===== src/rtl/muldiv_pkg.sv =====
// muldiv_pkg: funct3 op codes, FSM state encodings and operand signedness helpers
package muldiv_pkg;
    localparam logic [2:0] OP_MUL    = 3'b000;
    localparam logic [2:0] OP_MULH   = 3'b001;
    localparam logic [2:0] OP_MULHSU = 3'b010;
    localparam logic [2:0] OP_MULHU  = 3'b011;
    localparam logic [2:0] OP_DIV    = 3'b100;
    localparam logic [2:0] OP_DIVU   = 3'b101;
    localparam logic [2:0] OP_REM    = 3'b110;
    localparam logic [2:0] OP_REMU   = 3'b111;

    localparam logic [1:0] S_IDLE = 2'd0;
    localparam logic [1:0] S_MUL  = 2'd1;
    localparam logic [1:0] S_DIV  = 2'd2;
    localparam logic [1:0] S_DONE = 2'd3;

    function automatic logic rs2_signed(input logic [2:0] op);
        return op == OP_MULH || op == OP_DIV || op == OP_REM;
    endfunction

    function automatic logic rs1_signed(input logic [2:0] op);
        return rs2_signed(op) || op == OP_MULHSU;
    endfunction
endpackage


===== src/rtl/div_iter_core.sv =====
// div_iter_core: restoring radix-2 divider on unsigned magnitudes, one quotient bit per cycle
module div_iter_core #(
    parameter int XLEN = 32
) (
    input  logic            clk,
    input  logic            rst,
    input  logic            start,
    input  logic            abort,
    input  logic [XLEN-1:0] dividend,
    input  logic [XLEN-1:0] divisor,
    output logic [XLEN-1:0] quo,
    output logic [XLEN-1:0] rem,
    output logic            done
);
    localparam int CW = $clog2(XLEN);
    logic [XLEN-1:0] quo_q, rem_q, dvs_q;
    logic [CW-1:0]   cnt;
    logic            active;
    logic [XLEN:0]   trial, diff;
    logic            fits;
    assign trial = {rem_q, quo_q[XLEN-1]};
    assign diff  = trial - {1'b0, dvs_q};
    assign fits  = !diff[XLEN];
    assign rem   = fits ? diff[XLEN-1:0] : trial[XLEN-1:0];
    assign quo   = {quo_q[XLEN-2:0], fits};
    assign done  = active && cnt == CW'(XLEN - 1);
    always_ff @(posedge clk) begin
        if (rst || abort) begin
            quo_q  <= '0;
            rem_q  <= '0;
            dvs_q  <= '0;
            cnt    <= '0;
            active <= 1'b0;
        end else if (start) begin
            quo_q  <= dividend;
            rem_q  <= '0;
            dvs_q  <= divisor;
            cnt    <= '0;
            active <= 1'b1;
        end else if (active) begin
            quo_q  <= quo;
            rem_q  <= rem;
            cnt    <= cnt + 1'b1;
            active <= !done;
        end
    end
endmodule


===== src/rtl/muldiv_unit.sv =====
// muldiv_unit: multi-cycle RV32M multiply/divide unit with valid/ready handshake and kill
module muldiv_unit
    import muldiv_pkg::*;
#(
    parameter int XLEN    = 32,
    parameter bit MUL_REG = 1'b1
) (
    input  logic            clk,
    input  logic            rst,
    input  logic            in_valid,
    output logic            in_ready,
    input  logic [2:0]      op,
    input  logic [XLEN-1:0] rs1,
    input  logic [XLEN-1:0] rs2,
    input  logic            kill,
    output logic            out_valid,
    input  logic            out_ready,
    output logic [XLEN-1:0] result,
    output logic            busy
);
    localparam logic [XLEN-1:0] MIN_VAL = XLEN'(1) << (XLEN - 1);
    logic [1:0]        state;
    logic [2:0]        op_q, mop;
    logic [XLEN-1:0]   a_q, b_q, res_q, ma, mb, mul_res;
    logic [XLEN-1:0]   a_mag, b_mag, spec_res, quo, rem, div_res;
    logic [2*XLEN-1:0] mx, my, prod;
    logic              a_neg_q, b_neg_q, a_neg, b_neg;
    logic              idle, accept, div_zero, ovf, special, div_done;

    assign idle      = state == S_IDLE;
    assign accept    = idle && in_valid && !kill;
    assign in_ready  = idle;
    assign busy      = !idle;
    assign out_valid = state == S_DONE;
    assign result    = res_q;

    // Same multiplier serves the accept cycle (MUL_REG=0) and the MUL state (MUL_REG=1)
    assign mop     = idle ? op : op_q;
    assign ma      = idle ? rs1 : a_q;
    assign mb      = idle ? rs2 : b_q;
    assign mx      = {{XLEN{rs1_signed(mop) & ma[XLEN-1]}}, ma};
    assign my      = {{XLEN{rs2_signed(mop) & mb[XLEN-1]}}, mb};
    assign prod    = mx * my;
    assign mul_res = mop == OP_MUL ? prod[XLEN-1:0] : prod[2*XLEN-1:XLEN];

    assign a_neg    = rs1_signed(op) & rs1[XLEN-1];
    assign b_neg    = rs2_signed(op) & rs2[XLEN-1];
    assign a_mag    = a_neg ? -rs1 : rs1;
    assign b_mag    = b_neg ? -rs2 : rs2;
    assign div_zero = rs2 == '0;
    assign ovf      = rs2_signed(op) && rs1 == MIN_VAL && rs2 == '1;
    assign special  = div_zero || ovf;
    assign spec_res = div_zero ? (op[1] ? rs1 : '1) : (op[1] ? '0 : rs1);
    assign div_res  = op_q[1] ? (a_neg_q ? -rem : rem) : ((a_neg_q ^ b_neg_q) ? -quo : quo);

    div_iter_core #(.XLEN(XLEN)) u_div (
        .clk      (clk),
        .rst      (rst),
        .start    (accept && op[2] && !special),
        .abort    (kill),
        .dividend (a_mag),
        .divisor  (b_mag),
        .quo      (quo),
        .rem      (rem),
        .done     (div_done)
    );

    always_ff @(posedge clk) begin
        if (rst) begin
            state   <= S_IDLE;
            op_q    <= '0;
            a_q     <= '0;
            b_q     <= '0;
            a_neg_q <= 1'b0;
            b_neg_q <= 1'b0;
            res_q   <= '0;
        end else if (kill) begin
            state <= S_IDLE;
        end else begin
            case (state)
                S_IDLE: if (in_valid) begin
                    op_q    <= op;
                    a_q     <= rs1;
                    b_q     <= rs2;
                    a_neg_q <= a_neg;
                    b_neg_q <= b_neg;
                    if (op[2]) begin
                        if (special) res_q <= spec_res;
                        state <= special ? S_DONE : S_DIV;
                    end else begin
                        if (!MUL_REG) res_q <= mul_res;
                        state <= MUL_REG ? S_MUL : S_DONE;
                    end
                end
                S_MUL: begin
                    res_q <= mul_res;
                    state <= S_DONE;
                end
                S_DIV: if (div_done) begin
                    res_q <= div_res;
                    state <= S_DONE;
                end
                default: if (out_ready) state <= S_IDLE;
            endcase
        end
    end
endmodule

===== config.mk =====
export PLATFORM = sky130hd
export DESIGN_NAME = muldiv_unit
export DESIGN_NICKNAME = d
export VERILOG_FILES = /design/src/rtl/muldiv_pkg.sv /design/src/rtl/div_iter_core.sv /design/src/rtl/muldiv_unit.sv
export SDC_FILE = /design/constraint.sdc
export NUM_CORES = 2
export LEC_CHECK = 0
export BUFFER_PORTS_ARGS = -buffer_cell sky130_fd_sc_hd__buf_2
export CAP_MARGIN = 20
export CORE_AREA = 2 2 370 372
export CTS_CLUSTER_DIAMETER = 100
export DETAILED_ROUTE_END_ITERATION = 12
export DIE_AREA = 0 0 372 374
export GPL_ROUTABILITY_DRIVEN = 1
export PLACE_DENSITY_LB_ADDON = 0.25
export SLEW_MARGIN = 20
export SYNTH_ARGS = -nofsm -noshare
export SYNTH_HDL_FRONTEND = slang
export SYNTH_SLANG_ARGS = --single-unit

===== constraint.sdc =====
create_clock -name clk -period 12.2 [get_ports clk]
set_input_delay 3.05 -clock clk [delete_from_list [all_inputs] [get_ports clk]]
set_output_delay 3.05 -clock clk [all_outputs]
set_load 0.02 [all_outputs]

Word-level counts from Yosys, hierarchy flattened
Index checks and enable logic that the tools add are counted.
{"block": "word_totals", "regBits": 205, "inputBits": 72, "output_inout_bits": 35, "elab_cells": 102}
{"block": "classes", "add_sub_neg": 6, "n_mul": 1, "n_eq_ne": 18, "n_mux": 28, "n_bitwise": 6, "n_reduce_logical": 31}
{"cell": "two-way mux 32 bit", "n": 18}
{"cell": "negator 32 bit", "n": 4}
{"cell": "case mux 32 bit (3 select lines)", "n": 1}
{"cell": "== test 32 bit, second input constant", "n": 2}
{"cell": "multiplier 33 x 33 -> 64 bit", "n": 1}
{"cell": "subtractor 33 x 32 -> 33 bit", "n": 1}
{"cell": "zero test 32 bit", "n": 1}
{"cell": "== test 3 bit, second input constant", "n": 4}
{"cell": "logical OR 1 bit", "n": 8}
{"cell": "two-way mux 2 bit", "n": 4}
{"cell": "logical AND 1 bit", "n": 7}
{"cell": "== test 3 x 1 -> 1 bit, second input constant", "n": 2}
{"cell": "== test 3 x 2 -> 1 bit, second input constant", "n": 2}
{"cell": "case mux 2 bit (3 select lines)", "n": 1}
{"cell": "AND reduction 3 bit", "n": 2}
{"cell": "AND reduction 6 bit", "n": 1}
{"cell": "adder 5 x 1 -> 5 bit, second input constant", "n": 1}
{"cell": "== test 5 bit, second input constant", "n": 1}
{"cell": "zero test 1 bit", "n": 5}
{"cell": "AND 1 bit", "n": 4}
{"cell": "== test 2 bit, second input constant", "n": 2}
{"cell": "inequality test 2 x 1 -> 1 bit, second input constant", "n": 2}
{"cell": "inequality test 2 bit, second input constant", "n": 2}
{"cell": "nonzero test 4 bit", "n": 1}
{"cell": "10 further kinds", "n": 13}

Longest topological paths before layout
{"block": "logic_depth", "ltp_word": 10, "ltp_mapped": 40, "depth_no_buf": 36}

Hierarchy
Synthesis repeated with hierarchy kept, for this count alone.
{"block": "unflattened", "cells_unflattened": 6262, "area_unflattened_um2": 52809.4}
{"mod": "muldiv_unit", "instances": 1, "cells_per_inst": 5453, "area_per_inst_um2": 46314.4, "seq_area_each_um2": 2062.0}
{"mod": "div_iter_core", "instances": 1, "cells_per_inst": 809, "area_per_inst_um2": 6495.0, "seq_area_each_um2": 2042.0}

Worst setup path after synthesis
OpenSTA, ideal clock, no wires.
{"block": "synth_path", "kind": "input to register", "from": "input port op[2]", "to": "register res_q[30] (netlist: result[30])", "setup_ns": 0.131, "arrival_ns": 12.085, "required_time_ns": 12.069, "slack_ns": -0.017, "cell_stages": 35, "n_path_buf": 4, "cell_sequence": "clkbuf_1 > nor2_1 > nand2_1 > o31ai_1 > nor2b_1 > clkbuf_1 > nor3_1 > clkbuf_1 > nand2_1 > fa_1 > fa_1 > inv_1 > fa_1 > inv_1 > fa_1 > inv_1 > fa_1 > fa_1 > fa_1 > inv_1 > fa_1 > inv_1 > ha_1 > clkbuf_1 > a21oi_1 > o21ai_0 > a21o_1 > a211oi_1 > o21ai_0 > a221oi_1 > o21bai_1 > a31o_2 > xor2_1 > a221oi_2 > nor3_1"}
{"block": "synth_between", "elab_chain_cells": 9, "elab_cells_between_ends": 25, "classes_between": "1 x mul; 9 x eq/ne; 3 x mux; 2 x bitwise; 10 x reduce/logical"}
{"element": "from (decl)", "line_no": "muldiv_unit.sv:12", "rtl": "input logic [2:0] op,"}
{"element": "two-way mux 3 bit", "line_no": "muldiv_unit.sv:38", "rtl": "assign mop = idle ? op : op_q;"}
{"element": "== test 3 x 1 -> 1 bit / == test 3 bit (equally long branches)", "line_no": "muldiv_pkg.sv:18", "rtl": "return op == OP_MULH || op == OP_DIV || op == OP_REM;"}
{"element": "logical OR 1 bit (2 in series)", "line_no": "muldiv_pkg.sv:18"}
{"element": "logical OR 1 bit", "line_no": "muldiv_pkg.sv:22", "rtl": "return rs2_signed(op) || op == OP_MULHSU;"}
{"element": "AND 1 bit", "line_no": "muldiv_unit.sv:41", "rtl": "assign mx = {{XLEN{rs1_signed(mop) & ma[XLEN-1]}}, ma};"}
{"element": "multiplier 33 x 33 -> 64 bit", "line_no": "muldiv_unit.sv:43", "rtl": "assign prod = mx * my;"}
{"element": "two-way mux 32 bit", "line_no": "muldiv_unit.sv:44", "rtl": "assign mul_res = mop == OP_MUL ? prod[XLEN-1:0] : prod[2*XLEN-1:XLEN];"}
{"element": "case mux 32 bit (3 select lines)", "line_no": "muldiv_unit.sv:80", "rtl": "case (state)"}
{"element": "to (signal assigned)", "line_no": "muldiv_unit.sv:88", "rtl": "if (special) res_q <= spec_res;"}
{"element": "to (signal assigned)", "line_no": "muldiv_unit.sv:91", "rtl": "if (!MUL_REG) res_q <= mul_res;"}
{"element": "to (signal assigned)", "line_no": "muldiv_unit.sv:96", "rtl": "res_q <= mul_res;"}
{"element": "to (decl)", "line_no": "muldiv_unit.sv:24", "rtl": "logic [XLEN-1:0] a_q, b_q, res_q, ma, mb, mul_res;"}
Parallel ways exist; a longest one is shown, timed or not.
A chain may end at the register's enable or synchronous reset.

Worst setup path after layout
{"block": "layout_path", "from": "input port op[1]", "to": "register res_q[20] (netlist: result[20])"}
Same word-level chain as after synthesis.

==> run_results.csv <==
group,metric,value,unit
place,portBuffers,106,
critical_path,regToRegEndpoint,"result[19]$_SDFFE_PP0P_",
grt,grtUsageMet2,0.4431,
floorplanning,row_count,135,
critical_path,cp.required,12670,ps
grt,grt_usage,0.2785,
place,pre_cts_ws,-113.7,ps
yosys,synth-seq-area-share,0.07835,
floorplanning,core_area,135000,µm²
final_layout,fin_cells,8127,
min_path,min_path_type,"flop to flop",
final_layout,regArea,4108,µm²
detailed_routing,routedWlPerCell,23.72,µm
clock_tree,cts_setup_buffers,0,
grt,grt_pass1_vias,45700,
yosys,synth_edf_count,0,
grt,top_usage_layer,"met2",
critical_path,critPathArrivalTime,12190,ps
clock_tree,clock_path_buffers,3,
grt,grt_use_met3,0.03996,
detailed_routing,dr.pass1.iters,6,
yosys,syn_area_per_cell,8.455,µm²
final_layout,area_delta_synth_final,10.19,%
yosys,synth_cell_type_count,81,
place,dp.cells,8067,
yosys,synth-seq-cells,205,
final_layout,layout_common_cells,"inv_1, fa_1, nand2_1, nor2_1, buf_4",
final_layout,final_common_cell,"inv_1",
sta,fin_crit,11720,ps
detailed_routing,ant_nets,0,
final_layout,fin_nets,7772,
place,dpl_cell_area,56680,µm²
critical_path,worstSetupStartpoint,"op[1]",
critical_path,critPathKind,"input pin to flop",
final_layout,finalInstanceArea,57720,µm²
clock_tree,holdBufCountCts,0,
sta,report.final.slew_viol_count,0,
sta,setup_viol,0,
clock_tree,post_cts_resized,0,
yosys,synth_top_cell_by_area,"fa_1",
floorplanning,ioPinCount,107,
final_layout,multiInputGateArea,42380,µm²
sta,fin_ws,479.8,ps
critical_path,critPathCapture,"result[20]$_SDFFE_PP0P_",
floorplanning,start_util,0.3881,
yosys,syn-cell-area,52380,µm²
critical_path,r2r_cells,32,
critical_path,slowest_stage,"fa_1",
grt,grt_max_degree,70,
critical_path,cp-end-kind,"flop",
critical_path,slowest_delay,600,ps
final_layout,drive_gt1_frac,0.09563,
yosys,yosys-top-cells-area,"fa_1, inv_1, dfxtp_1, nand2_1, ha_1",
yosys,ys.flop_type,"dfxtp_1",
grt,grt_use_met1,0.3723,
yosys,synth.top_cell.area_share,0.4303,
status,status,"finished, final reports clean",
clock_tree,cts_tree,"built",
critical_path,crit_path_start_kind,"input pin",
yosys,syn_inst,6195,
sta,clock_skew,19.12,ps
sta,post-route-period-util,0.9607,
sta,worst_slew_pin_slew,993.7,ps
clock_tree,clock-root-buffer,"clkbuf_16",
grt,antenna_found_initial,13,
grt,globalRoute.totalOverflow,0,
detailed_routing,vias_per_cell,5.414,
yosys,synth_warnings,0,
clock_tree,cts.htree.levels,1,
place,gp_congestion,0.9645,
floorplanning,die_x,372,µm
final_layout,n_fill_cell,13520,
floorplanning,die_y,374,µm
floorplanning,dieArea,139100,µm²
run,cap_violations,0,
yosys,syn_nets,7649,
grt,grt_pass1_wl,290.2,mm
sta,hold_viol_final,0,
critical_path,critical_path.most_common_cell,"fa_1",
yosys,async_flop_share,0,
clock_tree,clock_sinks,205,
detailed_routing,drtIter0Drc,3750,
critical_path,cp_max_fo,9,
detailed_routing,wl,192.8,mm
detailed_routing,drc,0,
detailed_routing,via_count,44000,
clock_tree,clock_latency,590,ps
sta,fmax,0.08532,GHz
clock_tree,path_clk_slew,60,ps
sta,rsz0062_at_grt,"no",
clock_tree,cts_buffers,29,
place,post-dp-hpwl,159.1,mm
critical_path,reg2reg_setup_slack,1650,ps
sta,maxSlewHeadroom,0.3371,
critical_path,reg2reg_from,"state[0]$_SDFFE_PP0P_",
## per-layer routing
metal	share of wire	vias up
met4	0.058	6
met2	0.46	1774
met1	0.41	22580
li1	-	19240
met3	0.074	397
met5	0.00019	-
## sequential cells by signal (all words and copies together) (netlist names), 3 cells and up
name,count
a_q,32
b_q,32
op_q,3
result,32
u_div.cnt,5
u_div.dvs_q,32
u_div.quo_q,32
u_div.rem_q,32
## cell usage after synthesis (12+ instances only)
master	number
a211oi_1	103
a21o_1	51
a21oi_1	227
a221oi_1	29
a31oi_1	26
and2_1	48
and3_1	14
buf_1	20
clkbuf_1	323
dfxtp_1	205
fa_1	1126
ha_1	256
inv_1	1237
maj3_1	14
mux2_2	67
mux2i_1	112
nand2_1	1022
nand2b_1	24
nand3_1	26
nand4_1	24
nor2_1	531
nor2b_1	14
nor3_1	61
nor4_1	35
o211ai_1	15
o21a_1	18
o21ai_0	118
o221ai_1	15
o31ai_1	33
o41ai_1	15
or3_1	12
xnor2_1	123
xor2_1	94
## layout make-up
cell class | instances | area share
sequential | 205 | 0.07117
inverter | 1241 | 0.08077
clock inverter | 11 | 0.002623
multi-input combinational | 4396 | 0.7342
antenna | 9 | 0.0003902
clock buffer | 39 | 0.01426
tap | 1781 | 0.03861
timing repair buffer | 445 | 0.05792
## through the flow
stage	setup TNS, ps	hold slack, ps	util
floorplan	0	431.9	-
global placement	-69.67	440.0	0.4198
detailed placement	-265.3	447.8	0.4200
CTS	0	455.4	0.4272
global route	0	479.6	0.4275
finish	0	449.8	0.4277
## worst max-delay path: cells and delay by family
| family | cells | cell delay, ps |
|---|---|---|
| AND/OR/NAND/NOR | 6 | 1080 |
| multiplexers | 1 | 300 |
| buffers and inverters | 11 | 1410 |
| adder cells (fa/ha/maj) | 9 | 4370 |
| XOR/XNOR | 1 | 330 |
| AO/OA/AOI/OAI | 9 | 1640 |
## worst min-delay path by stage
| stage | start | to | cells past startpoint |
|---|---|---|---|
| 5_1_grt | b_q[26]$_SDFFE_PP0P_ | b_q[26]$_SDFFE_PP0P_ | 2 |
| 3_5_place_dp | result[7]$_SDFFE_PP0P_ | result[7]$_SDFFE_PP0P_ | 2 |
| 4_1_cts | result[7]$_SDFFE_PP0P_ | result[7]$_SDFFE_PP0P_ | 2 |
| 6_report | result[7]$_SDFFE_PP0P_ | result[7]$_SDFFE_PP0P_ | 2 |
| 2_1_floorplan | u_div.dvs_q[31]$_SDFFE_PP0P_ | u_div.dvs_q[31]$_SDFFE_PP0P_ | 2 |
| 3_3_place_gp | b_q[6]$_SDFFE_PP0P_ | b_q[6]$_SDFFE_PP0P_ | 2 |
## logic make-up (layout without fill, tap and decap cells)
family          Yosys count  count (layout)  share of synthesized area
flops                   205             205                    0.07835
mux                     180             180                    0.03602
buf+inv                1594            1736                     0.1145
compound gates          739             739                    0.09228
fa+ha+maj              1396            1396                     0.4942
xor+xnor                217             217                    0.03628
other cells               0               9                          0
simple gates           1864            1864                     0.1484
Power is not shown: default switching activity piles up to over one toggle a cycle in this logic, so the estimate is an artifact.
